## config.mk

```make
export PLATFORM = sky130hd
export DESIGN_NAME = jtag_chunk_sender
export DESIGN_NICKNAME = d
export VERILOG_FILES = /design/src/rtl/jtag_chunk_sender.sv
export SDC_FILE = /design/constraint.sdc
export NUM_CORES = 2
export LEC_CHECK = 0
export ABC_AREA = 0
export CAP_MARGIN = 40
export CORE_AREA = 3 3 326 328
export DETAILED_ROUTE_END_ITERATION = 8
export DIE_AREA = 0 0 329 331
export DONT_BUFFER_PORTS = 1
export SYNTH_ARGS = -nofsm -noshare
export SYNTH_HDL_FRONTEND = slang
export SYNTH_SLANG_ARGS = --single-unit
```

## constraint.sdc

```tcl
create_clock -name iCLK -period 3 [get_ports iCLK]
set_clock_uncertainty 0.2 [all_clocks]
set_input_delay 0.6 -clock iCLK [delete_from_list [all_inputs] [get_ports iCLK]]
set_output_delay 0.6 -clock iCLK [all_outputs]
set_load 0.005 [all_outputs]
```

## src/rtl/jtag_chunk_sender.sv

```systemverilog
// ============================================================================
// Module   : jtag_chunk_sender
// Purpose  : Serialises a wide frame into CHUNK_W-bit chunks (chunk 0 first)
//            with a four-phase iACK handshake. Optional XOR checksum chunk:
//            define JTAG_CHUNK_SENDER_CHECKSUM_EN.
// Revision : 1.0  initial release
// ============================================================================
`default_nettype none

module jtag_chunk_sender #(
   parameter int CHUNK_W    = 30,
   parameter int NUM_CHUNKS = 27,
   parameter int TOTAL_W    = 810,
   parameter int IDX_W      = 5
) (
   input  logic                 iCLK,
   input  logic                 iRESETn,
   input  logic                 iSTART,
   input  logic [TOTAL_W-1:0]   iDATA,
   input  logic                 iACK,
   output logic [CHUNK_W-1:0]   oDATA,
   output logic                 oVALID,
   output logic [IDX_W-1:0]     oCHUNK_IDX,
   output logic                 oBUSY,
   output logic                 oFINISH
);

   localparam int               SEL_W    = $clog2(TOTAL_W);
   localparam logic [IDX_W-1:0] LAST_IDX = IDX_W'(NUM_CHUNKS - 1);
`ifdef JTAG_CHUNK_SENDER_CHECKSUM_EN
   localparam logic [IDX_W-1:0] CSUM_IDX = IDX_W'(NUM_CHUNKS);
`endif

   generate
      if (TOTAL_W != CHUNK_W * NUM_CHUNKS) begin : g_badTotal
         $error("jtag_chunk_sender: TOTAL_W must equal CHUNK_W*NUM_CHUNKS");
      end
      if (NUM_CHUNKS >= (1 << IDX_W)) begin : g_badIdx
         $error("jtag_chunk_sender: IDX_W too narrow to hold NUM_CHUNKS");
      end
   endgenerate

   typedef enum logic [2:0] {
      IDLE    = 3'd0,
      ARM     = 3'd1,
      PRESENT = 3'd2,
      RELEASE = 3'd3,
      DONE    = 3'd4
   } state_t;

   state_t               r_state;
   logic [TOTAL_W-1:0]   r_frame;
   logic [IDX_W-1:0]     w_nextIdx;
   logic [CHUNK_W-1:0]   w_nextChunk;
`ifdef JTAG_CHUNK_SENDER_CHECKSUM_EN
   logic [CHUNK_W-1:0]   r_csum;
`endif

   // Guarded so the select never addresses past the end of the frame.
   always_comb begin
      w_nextIdx   = oCHUNK_IDX + 1'b1;
      w_nextChunk = '0;
      if (w_nextIdx <= LAST_IDX)
         w_nextChunk = r_frame[SEL_W'(w_nextIdx) * SEL_W'(CHUNK_W) +: CHUNK_W];
   end

   always_ff @(posedge iCLK) begin
      if (!iRESETn) begin
         r_state    <= IDLE;
         r_frame    <= '0;
         oDATA      <= '0;
         oVALID     <= 1'b0;
         oCHUNK_IDX <= '0;
         oBUSY      <= 1'b0;
         oFINISH    <= 1'b0;
`ifdef JTAG_CHUNK_SENDER_CHECKSUM_EN
         r_csum     <= '0;
`endif
      end else begin
         case (r_state)
            IDLE, DONE: begin
               if (iSTART) begin
                  r_frame    <= iDATA;
                  oFINISH    <= 1'b0;
                  oCHUNK_IDX <= '0;
                  oBUSY      <= 1'b1;
                  // A host still holding iACK must release it before chunk 0 appears.
                  if (!iACK) begin
                     oDATA   <= iDATA[CHUNK_W-1:0];
                     oVALID  <= 1'b1;
                     r_state <= PRESENT;
`ifdef JTAG_CHUNK_SENDER_CHECKSUM_EN
                     r_csum  <= iDATA[CHUNK_W-1:0];
`endif
                  end else begin
                     oVALID  <= 1'b0;
                     r_state <= ARM;
`ifdef JTAG_CHUNK_SENDER_CHECKSUM_EN
                     r_csum  <= '0;
`endif
                  end
               end
            end
            ARM: begin
               oVALID <= 1'b0;
               if (!iACK) begin
                  oDATA   <= r_frame[CHUNK_W-1:0];
                  oVALID  <= 1'b1;
                  r_state <= PRESENT;
`ifdef JTAG_CHUNK_SENDER_CHECKSUM_EN
                  r_csum  <= r_csum ^ r_frame[CHUNK_W-1:0];
`endif
               end
            end
            PRESENT: begin
               if (iACK) begin
                  oVALID  <= 1'b0;
                  r_state <= RELEASE;
               end
            end
            RELEASE: begin
               if (!iACK) begin
                  if (oCHUNK_IDX == LAST_IDX) begin
`ifdef JTAG_CHUNK_SENDER_CHECKSUM_EN
                     oCHUNK_IDX <= CSUM_IDX;
                     oDATA      <= r_csum;
                     oVALID     <= 1'b1;
                     r_state    <= PRESENT;
`else
                     oFINISH    <= 1'b1;
                     oBUSY      <= 1'b0;
                     r_state    <= DONE;
`endif
                  end
`ifdef JTAG_CHUNK_SENDER_CHECKSUM_EN
                  else if (oCHUNK_IDX == CSUM_IDX) begin
                     oFINISH    <= 1'b1;
                     oBUSY      <= 1'b0;
                     r_state    <= DONE;
                  end
`endif
                  else begin
                     oCHUNK_IDX <= w_nextIdx;
                     oDATA      <= w_nextChunk;
                     oVALID     <= 1'b1;
                     r_state    <= PRESENT;
`ifdef JTAG_CHUNK_SENDER_CHECKSUM_EN
                     r_csum     <= r_csum ^ w_nextChunk;
`endif
                  end
               end
            end
            default: r_state <= IDLE;
         endcase
      end
   end

endmodule

`default_nettype wire
```

==> flow_summary.toml <==
[grt]
grt.total_usage_pct = 28.1
grt_start_max_net_pins = 130
grt_pass1_vias = 36200
overflow = 0
grt_use_met2_pct = 45.8
grt_busiest_layer = "met2"
grtUsageMet3_pct = 7.34
antenna_found_initial = 46
grt_use_met1_pct = 33.6
grt_pass1_wl_mm = 230

[detailed_routing]
drc = 0
routed_wl_mm = 162
ant_nets = 0
wl_per_cell_um = 23.5
first_pass_iters = 6
drtIter0Drc = 3400
vias_per_cell = 5.38
via_count = 37000

[synth]
ys_seq_area_share_pct = 46.9
synth_cell_types = 41
synth-simple-area-share_pct = 22.9
synthArstFlopShare_pct = 0
yosysWarnings = 0
synth_top_family_by_area = "simple AND/OR/NAND/NOR gates"
avgSynthCellArea_um2 = 7.77
muxShareOfSynthArea_pct = 9.16
synth-edff-count = 0
synthXorXnorAreaFrac_pct = 0.117
synth_cells = 4672
netlist.area_leader.share_pct = 46.9
yosys.area.top_type = "dfxtp_1"
netlist_area_um2 = 36300
synthFlopType = "dfxtp_1"
synth_compound_area_share_pct = 15.8
synth_area_leaders = "dfxtp_1, nand2_1, a21oi_1, mux4_2, clkbuf_1"
synth.ff_latch_count = 851
synth_fa_ha_area_share_pct = 0.103
synth.net_count = 5489

[setup_path]
path_cells = "inv_2 -> ha_4 -> buf_12 -> buf_8 -> mux4_2 -> inv_1 -> o22ai_4 -> a211oi_2 -> buf_4 -> or4_1 -> a31oi_1"
crit_type = "flip-flop to flip-flop"
cp_max_fo = 12
cp-end-kind = "flip-flop"
required_ns = 3.41
crit_arrival_ns = 3.38
cp_slowest_cell = "dfxtp_4"
critPathLaunchType = "flip-flop"
max_stage_delay_ns = 0.40

[floorplan]
core_um2 = 103000
die_area_um2 = 109000
ios = 852
fp.dieH_um = 331
placementRows = 118
die_x_um = 329
initial_core_util_pct = 35.1

[clock_tree]
cts_tree = "yes"
cts_root_buf = "clkbuf_16"
cts.sinks = 851
clkTransAtPathRegs_ns = 0.06
cts.path.max_buffers = 3
htree_levels = 3
clk_latency_ns = 0.69
cts_buffers = 94

[place]
gp_congestion = 0.935
portBuffers = 0
dp_hpwl_mm = 112
place_area_um2 = 38600
post-place-ws_ns = -0.355

[timing]
tightest_slew_ns = 0.647
fin_crit_sh_pct = 98.8
hold_viol_final = 0
setup_violations = 0
fmaxAchievable_ghz = 0.337
fin_crit_ns = 2.96
rsz0062_at_grt = "true"
fin_ws_ns = 0.0352
slew_headroom_pct = 56.7
drv_slew = 0

[cells_and_area]
layout_commonest_cell = "nand2_1"
drive_gt1_share_pct = 9.55
most-common-layout-cells = "nand2_1, a21oi_1, dfxtp_1"
design_area_um2 = 50600
final_nets = 6185
area_growth_pct = 39.4

[flow_run]
maxCapViolations = 0

[power_and_ir_drop]
p_leak_nw = 18.6
powerDensity_nw_per_um2 = 563
finalPower_w = 0.0285
ir_worst_vdd_v = 0.000462

[hold_path]
worstHoldPathType = "primary input to flip-flop"

[status]
status = "completed"
## per-layer routing
layer	part of all wire (%)	wire [um]
met1	39	62500
met2	47	75600
met3	8.3	13300
met4	6.2	10000
met5	0.088	143
## where the power goes
| part | switching (W) | total, W | internal [W] |
|---|---|---|---|
| combinational | 0.00218 | 0.00387 | 0.00169 |
| sequential | 0.000543 | 0.0126 | 0.0121 |
| clock | 0.00507 | 0.0120 | 0.00692 |
## cell type report
class	instances	area, um^2
Clock inverter	40	483
Tap cell	1380	1730
Multi-Input combinational cell	3355	17900
Clock buffer	133	2700
Inverter	65	251
Sequential cell	851	17000
Timing Repair Buffer	1001	10400
Antenna cell	44	110
Fill cell	9411	52900
## flip-flops by register name, indices dropped and copies added, names as in the netlist
name and cells:
r_frame 810, oDATA 30, oCHUNK_IDX 5, r_state 3, oBUSY 1, oFINISH 1, oVALID 1
## cell usage after synthesis (30+ instances only)
| cell type | count |
|---|---|
| a211oi_1 | 31 |
| a21oi_1 | 851 |
| a31oi_1 | 62 |
| a32oi_1 | 30 |
| and3_1 | 33 |
| clkbuf_1 | 364 |
| dfxtp_1 | 851 |
| inv_1 | 63 |
| mux2i_1 | 61 |
| mux4_2 | 120 |
| nand2_1 | 1863 |
| nand3_1 | 94 |
| nor3b_1 | 33 |
| o21ai_0 | 65 |
| o22ai_1 | 31 |
| or4_1 | 32 |
## logic make-up after synthesis
family	after synthesis
buffers and inverters	466
XOR/XNOR	4
AO/OA/AOI/OAI	1079
AND/OR/NAND/NOR	2087
adder cells (fa/ha/maj)	3
multiplexers	182
flip-flops	851
## final timing paths
kind | endpoint | slack [ns] | start | cells after the start
setup / recovery | oDATA[28]$_SDFFE_PN0P_ | 0.04 | oCHUNK_IDX[0]$_SDFFE_PN0P_ | 11
hold / removal | r_frame[276]$_SDFFE_PN0P_ | 0.02 | iDATA[276] | 2
setup reg to reg | oDATA[28]$_SDFFE_PN0P_ | 0.04 | oCHUNK_IDX[0]$_SDFFE_PN0P_ | 11
hold reg to reg | r_frame[581]$_SDFFE_PN0P_ | 0.25 | r_frame[581]$_SDFFE_PN0P_ | 2
## worst max-delay path: cells and delay by family, from the launching register on
family | cells | cell delay [ns]
AOI/OAI and AO/OA | 3 | 0.49
adders and majority gates | 1 | 0.39
buffers and inverters | 5 | 0.73
DFF | 1 | 0.40
muxes | 1 | 0.26
and+or+nand+nor | 1 | 0.40
## per-stage QoR
step	util, %	hold slack [ns]	setup TNS (ns)	std cells
6_report	48.9	0.0233	0	6869
5_1_grt	48.8	0.0110	-0.0583	6853
4_1_cts	48.4	0.00257	-0.163	6808
3_5_place_dp	37.3	0.243	-3.07	5821
3_3_place_gp	37.3	0.239	-1.94	5820
2_1_floorplan	-	0.233	-2.48	4672
## timing repair
| action | in CTS | in global routing |
|---|---|---|
| setup endpoints to repair | 26 | 27 |
| gates resized for setup | 27 | 29 |
| setup buffers | 1 | 14 |
| cloned | 0 | 3 |
| pin swaps | 1 | 2 |
| hold endpoints to repair | 843 | 0 |
| hold buffers | 813 | 0 |
No activity file was read; power rests on OpenSTA's default activity.
